<file path="config.mk">
export PLATFORM = sky130hd
export DESIGN_NAME = cle_seq_lock
export DESIGN_NICKNAME = d
export VERILOG_FILES = /design/src/rtl/cle_seq_lock.sv
export SDC_FILE = /design/constraint.sdc
export NUM_CORES = 1
export LEC_CHECK = 0
export CAP_MARGIN = 20
export CORE_MARGIN = 2
export CORE_UTILIZATION = 35
export CTS_CLUSTER_DIAMETER = 120
export CTS_CLUSTER_SIZE = 25
export DETAILED_ROUTE_END_ITERATION = 8
export SLEW_MARGIN = 20
export SYNTH_ARGS = -nofsm -noshare
export SYNTH_HDL_FRONTEND = slang
export SYNTH_SLANG_ARGS = --single-unit
</file>
<file path="constraint.sdc">
create_clock -name clk -period 2.75 [get_ports clk]
set_clock_uncertainty 0.2 [all_clocks]
set_input_delay 0.55 -clock clk [delete_from_list [all_inputs] [get_ports clk]]
set_output_delay 0.55 -clock clk [all_outputs]
set_load 0.05 [all_outputs]
</file>
<file path="src/rtl/cle_seq_lock.sv">
// cle_seq_lock: knock-sequence unlock on bus reads, then LFSR challenge response per read.
// Optional idle relock timeout is built when CLE_SEQ_LOCK_TIMEOUT_EN is defined.
module cle_seq_lock #(
  parameter int unsigned ADDR_W = 14,
  parameter logic [ADDR_W-1:0] WIN_MASK = 14'h3000,
  parameter logic [ADDR_W-1:0] WIN_BASE = 14'h1000,
  parameter int unsigned KEY_LSB = 4,
  parameter int unsigned KEY_W = 4,
  parameter int unsigned SEQ_LEN = 4,
  parameter logic [SEQ_LEN*KEY_W-1:0] SEQ_PATTERN = 16'h8A92,
  parameter int unsigned LFSR_W = 6,
  parameter logic [LFSR_W-1:0] LFSR_TAPS = 6'b100001,
  parameter logic [LFSR_W-1:0] LFSR_SEED = 6'h01,
  parameter int unsigned TIMEOUT_CYC = 1024
) (
  input  logic              clk,
  input  logic              rst,
  input  logic              acc_stb,
  input  logic              sser,
  input  logic [ADDR_W-1:0] ba,
  input  logic              br_w,
  output logic              resp_oe,
  output logic              resp_bit,
  output logic              unlocked,
  output logic [3:0]        seq_idx
);

  localparam int unsigned IDX_W = 4;
  localparam logic [IDX_W-1:0] LAST_IDX = IDX_W'(SEQ_LEN - 1);

  typedef enum logic [0:0] {ST_SEEK = 1'b0, ST_UNLOCKED = 1'b1} state_t;

  state_t              state, state_d;
  logic [IDX_W-1:0]    idx_d;
  logic [LFSR_W-1:0]   lfsr, lfsr_d;
  logic                resp_oe_d, resp_bit_d;
  logic                hit, rd_hit, wr_hit, relock;
  logic [KEY_W-1:0]    key;

  function automatic logic [KEY_W-1:0] key_at(input logic [IDX_W-1:0] idx);
    return KEY_W'(SEQ_PATTERN >> (KEY_W * 32'(idx)));
  endfunction

  assign hit    = acc_stb & ~sser & ((ba & WIN_MASK) == WIN_BASE);
  assign rd_hit = hit & br_w;
  assign wr_hit = hit & ~br_w;
  assign key    = ba[KEY_LSB +: KEY_W];

`ifdef CLE_SEQ_LOCK_TIMEOUT_EN
  localparam int unsigned TO_W = (TIMEOUT_CYC > 1) ? $clog2(TIMEOUT_CYC) : 1;
  localparam logic [TO_W-1:0] TO_MAX = TO_W'(TIMEOUT_CYC - 1);

  logic [TO_W-1:0] to_cnt;

  // Idle counter saturates; only a hit can leave the idle state, and a hit clears it.
  always_ff @(posedge clk or posedge rst) begin
    if (rst) begin
      to_cnt <= '0;
    end else if (hit) begin
      to_cnt <= '0;
    end else if (to_cnt != TO_MAX) begin
      to_cnt <= to_cnt + TO_W'(1);
    end
  end

  assign relock = (to_cnt == TO_MAX) && ((state != ST_SEEK) || (seq_idx != '0));
`else
  logic unused_timeout;
  assign unused_timeout = ^TIMEOUT_CYC;
  assign relock = 1'b0;
`endif

  // State register
  always_ff @(posedge clk or posedge rst) begin
    if (rst) begin
      state    <= ST_SEEK;
      seq_idx  <= '0;
      lfsr     <= LFSR_SEED;
      resp_oe  <= 1'b0;
      resp_bit <= 1'b0;
      unlocked <= 1'b0;
    end else begin
      state    <= state_d;
      seq_idx  <= idx_d;
      lfsr     <= lfsr_d;
      resp_oe  <= resp_oe_d;
      resp_bit <= resp_bit_d;
      unlocked <= (state_d == ST_UNLOCKED);
    end
  end

  // Next state: writes always relock; a hit outranks the idle timeout.
  always_comb begin
    state_d = state;
    idx_d   = seq_idx;
    if (wr_hit) begin
      state_d = ST_SEEK;
      idx_d   = '0;
    end else if (rd_hit) begin
      if (state == ST_UNLOCKED) begin
        idx_d = '0;
        if (key != key_at(LAST_IDX)) begin
          state_d = ST_SEEK;
        end
      end else if (key == key_at(seq_idx)) begin
        if (seq_idx == LAST_IDX) begin
          state_d = ST_UNLOCKED;
          idx_d   = '0;
        end else begin
          idx_d = seq_idx + IDX_W'(1);
        end
      end else begin
        idx_d = (key == key_at('0)) ? IDX_W'(1) : '0;
      end
    end else if (relock) begin
      state_d = ST_SEEK;
      idx_d   = '0;
    end
  end

  // Outputs and response generator
  always_comb begin
    lfsr_d     = lfsr;
    resp_oe_d  = 1'b0;
    resp_bit_d = resp_bit;
    if (rd_hit && (state == ST_UNLOCKED)) begin
      resp_oe_d  = 1'b1;
      resp_bit_d = lfsr[LFSR_W-1];
      lfsr_d     = {lfsr[LFSR_W-2:0], ^(lfsr & LFSR_TAPS)};
    end else if (rd_hit && (state_d == ST_UNLOCKED)) begin
      lfsr_d = LFSR_SEED;
    end
  end

endmodule

</file>
Yosys cells after proc, flatten, opt, wreduce, memory -nomap -nowiden
Index checks and enable logic that the tools add are counted.

Bits in registers: 13. Output and inout bits: 7.

Bitwise operators: 6. Reduce and logical (&&, ||, !) cells: 5. Multiplexer cells: 15. Shift operators: 1. Add/subtract/negate cells: 1. Equal/unequal tests: 5.

Operators by type and width (number): $mux W4 (5); $shr A16 B6 Y4 const A (1); $mux W6 (2); $eq A4 B2 Y1 const B (2); $mux W1 (8); $reduce_xor A6 Y1 (1); $add A4 B1 Y4 const B (1); $and A1 B1 Y1 (4); $eq A4 B4 Y1 (1); $ne A4 B4 Y1 const B (1); $reduce_bool A2 Y1 (2); $eq A2 B1 Y1 const B (1); $logic_and A1 B1 Y1 (2); $not A1 Y1 (2).

Longest topological paths before layout
Gate-level depths: netlist of run 1.

Depth in word-level cells: 9. Gate-level depth with buffers: 7. Mapped depth without buffers: 6.

Least setup slack after synthesis of run 1
No wires, ideal clock.

Kind: flip-flop to flip-flop. Start point: reg seq_idx[0]. End point: reg seq_idx[0]. Path slack: 324 ps. Cell stages (with the launch flop): 6. Buffers on the path: 1. Clock period less this slack: 2426 ps. Arrival: 2105 ps. Cell sequence: dfrtp_1 buf_6 mux2_4 a2111oi_4 mux2_2 a22o_1.

Longest elaborated chain between the ends: 6. Elaborated cells on any way between the ends: 9.

RTL lines: from (decl) (RTL line 25) `output logic [3:0] seq_idx`; from (signal assigned) (RTL line 84) `seq_idx <= idx_d;`; $shr A16 B6 Y4, or another cell as far along (RTL line 41) `return KEY_W'(SEQ_PATTERN >> (KEY_W * 32'(idx)));`; $eq A4 B4 Y1 / $mux W4 (equally long branches) (RTL line 105, 106); $mux W4 (*) (RTL line 105) `end else if (key == key_at(seq_idx)) begin`; $mux W4 (*) (RTL line 100) `if (state == ST_UNLOCKED) begin`; $mux W4 (*) (RTL line 99) `end else if (rd_hit) begin`; $mux W4 (*) (RTL line 96) `if (wr_hit) begin`.

Mark *: on every way between the ends. The rest lies on a longest branch, timed or not. The select of a mux whose other input is x is not followed. A chain may end at the register's enable or synchronous reset.

Worst setup path after layout of run 1
Start point: reg seq_idx[0]. End point: out seq_idx[0].

No word-level cell between the ends.

==> parameters.txt, run 1 <==
Parameter                              Value

Clock network
  Hold buffer count at cts    0
  CTS tree    done
  Number of levels in the clock H-tree    1
  Root Driver    clkbuf_4
  Post-CTS sizing    0
  Sinks on Clock Net    13
  Largest buffer count on any clock path    2
  Clock slew seen by the registers of the worst setup and hold paths    0.08 ns
  CTS Buf Count    3
  Count of buffers added by post-CTS timing repair for setup    0
  Latest clock arrival within the worst-skew pair    0.28 ns

Worst setup path
  Instance count on the critical path    1
  Endpoint of the most critical register-to-register path    seq_idx[0]
  Max Fanout on Critical Path    10
  R2R Setup Slk    0.55 ns
  Setup CP Type    reg -> out
  Count of buffer and inverter cells on the critical path    1
  Cell depth of the worst flop-to-flop path    4
  Delay contributed by the slowest stage of the critical path    0.87 ns
  Arrival time worst endpoint    1.71 ns
  Worst setup path start    seq_idx[0]
  Ordered cell list for the critical path    clkdlybuf4s50_1
  Worst Setup Start Kind    flop
  Startpoint of the most critical register-to-register path    seq_idx[0]
  Critical-path cell with the highest stage delay    clkdlybuf4s50_1
  Critical path endpoint    seq_idx[0]
  Required time at the endpoint of the critical path    2.00 ns
  CP top delay family    buffers and inverters
  Kind of end point of the critical path    output pin

Finish
  Combined area of the multi-input logic cells    358 sq um
  Layout filler cell count    200
  Share of final-layout standard cells stronger than drive strength 1    11.1%
  Area occupied by registers    327 sq um
  Number of diodes added for antenna fixing    0
  Layout Utilization    48.9%
  Top library cells by usage in the layout, fill and taps aside    17 x nand2_1, 17 x clkdlybuf4s50_1, 12 x dfrtp_1
  P&R area growth vs syn    31.6%
  Final std cell area, no fill    960 sq um
  Layout net count    120

Status
  Run status    complete, no violations

Synth
  Gate count after technology mapping    78
  Yosys reg bits    13
  Sequential fraction of the synthesis area    44.8%
  Warnings from Yosys    0
  Top flip-flop cell by instance count after synthesis    dfrtp_1
  Post-synthesis instance area    729 sq um
  Number of enable flip-flop cells after synthesis    0
  Average size of a mapped cell    9.35 sq um
  Netlist cell types    34
  Async S/R FF share, synth    100%
  Post-synth net total    98

STA
  Normalized max-slew margin    62.5%
  Peak Freq    407 MHz
  Min cycle time layout    2.46 ns
  Transition time at the pin with the least slew margin    0.555 ns
  Final Hold Vio Count    0
  Setup repair after global routing missed its margin    false
  Setup slack of the critical path after layout    0.291 ns
  Crit share post-route    89.4%
  Max Transition Viols Final    0
  Final setup violating endpoints    0

Pwr
  Power share of the sequential group    53.8%
  Switching share of power    24.8%
  Combinational cell fraction of total power    12.5%
  Power per cell area    378 nW/um^2
  Reported leakage power    0.406 nW
  Overall power    0.363 mW
  Net switching component of the power    0.0902 mW
  VDD IR max    223 uV
  Clock network fraction of total power    33.7%
  Int Pwr    0.273 mW

Routing
  ANT nets after route    0
  Sum of routed wire segments on met1    750 um
  Top sig layer    met4
  Vias    643
  Routed length on met3    54 um
  Detailed Route WL    1470 um
  Routed len/inst    11.7 um
  Detail Route met2 WL    646 um
  Number of DRC violations after detailed routing    0
  Number of iterations in the first detailed-routing pass    4
  First-iteration detailed-routing DRC count    19
  Drt via density    5.10

Placed design
  DP Area    933 sq um
  Worst slack, placed    -0.00604 ns
  Count of buffers from port buffering    17
  Placed wire-length estimate    1120 um
  Placer Congestion    0.826

Global route
  Overall overflow remaining after global route    0
  Tot GR Track Use    13.0%
  Pin count of the biggest net entering global routing    14
  Via count of the first global-routing pass    583
  Initial antenna violation count    0
  Global-route wire length before repair    2490 um

Die
  Overall die height    49.7 um
  Die area    2470 sq um
  Ports placed on the boundary    26
  Cell Rows    16
  Floorplan Core Area    1960 sq um
  Initial cell density of the core    37.2%
  Chip width    49.7 um

Job
  Number of maximum-capacitance violations    0

Hold path
  Class of the worst hold path    reg -> reg
[cells by family after synthesis]
| family | after synthesis | synth area share, % |
|---|---|---|
| AND/OR/NAND/NOR | 33 | 21.6 |
| AO/OA/AOI/OAI | 19 | 20.8 |
| flip-flops | 13 | 44.8 |
| buffers and inverters | 9 | 6.17 |
| multiplexers | 3 | 4.97 |
| adder cells (fa/ha/maj) | 1 | 1.71 |
[Yosys cell counts, drive strengths merged, types with 2 or more instances]
cell type / count / area (sq um)
nand3: 2 / 10.0
nand2: 17 / 63.8
inv: 5 / 18.8
nor2: 4 / 15.0
mux2: 2 / 26.3
buf: 2 / 18.8
dfrtp: 12 / 300
a32o: 2 / 20.0
nor3: 4 / 20.0
a21oi: 2 / 10.0
o21ai: 5 / 25.0
[per-layer routing]
layer | global-route usage (%) | up-vias
met5 | 0 | -
met3 | 2.73 | 2
met1 | 17.9 | 302
met2 | 19.6 | 13
met4 | 5.56 | 0
li1 | - | 326
[worst reg2reg max path: stages (launching register included)]
cell and delay [ns]:
dfrtp_1 0.56, mux2_4 0.35, a2111oi_4 0.42, mux2_2 0.37, a22o_1 0.20
[power groups by stage]
stage / Sequential (mW) / Clock [mW] / Combinational, mW
floorplan: 0.201 / 0 / 0.0222
global placement: 0.199 / 0 / 0.0450
detailed placement: 0.199 / 0 / 0.0457
CTS: 0.195 / 0.125 / 0.0458
global route: 0.196 / 0.138 / 0.0491
finish: 0.195 / 0.122 / 0.0452
[layout make-up]
type | instances | share of cell area [%]
Timing Repair Buffer | 20 | 20.1
Sequential cell | 13 | 34.0
Inverter | 6 | 2.35
Clock buffer | 4 | 2.74
Multi-Input combinational cell | 56 | 37.3
Tap cell | 27 | 3.52
[state kept, by name (all words and copies together) (netlist names)]
name	count
lfsr	6
seq_idx	4
resp_bit	1
resp_oe	1
state	1
[worst min path at each step]
stage / from / cells past startpoint / endpoint
finish: resp_bit / 2 / resp_bit
global route: resp_bit / 2 / resp_bit
CTS: resp_bit / 2 / resp_bit
detailed placement: resp_bit / 2 / resp_bit
global placement: lfsr[1] / 2 / lfsr[2]
floorplan: rst / 1 / lfsr[1]
[per-stage QoR]
| step | hold WS [ns] | cells | setup TNS (ns) |
|---|---|---|---|
| floorplan | 0.226 | 78 | 0 |
| global placement | 0.259 | 122 | 0 |
| detailed placement | 0.260 | 122 | -0.00604 |
| CTS | 0.280 | 126 | 0 |
| global route | 0.314 | 126 | 0 |
| finish | 0.275 | 126 | 0 |
Note: power is estimated with default switching activity, not from simulation.
==> run 2: changes to the inputs <==
- GPL_ROUTABILITY_DRIVEN: default -> 0
==> results of run 2 <==
The final DEF is identical to that of run 1; final timing and power are the same.
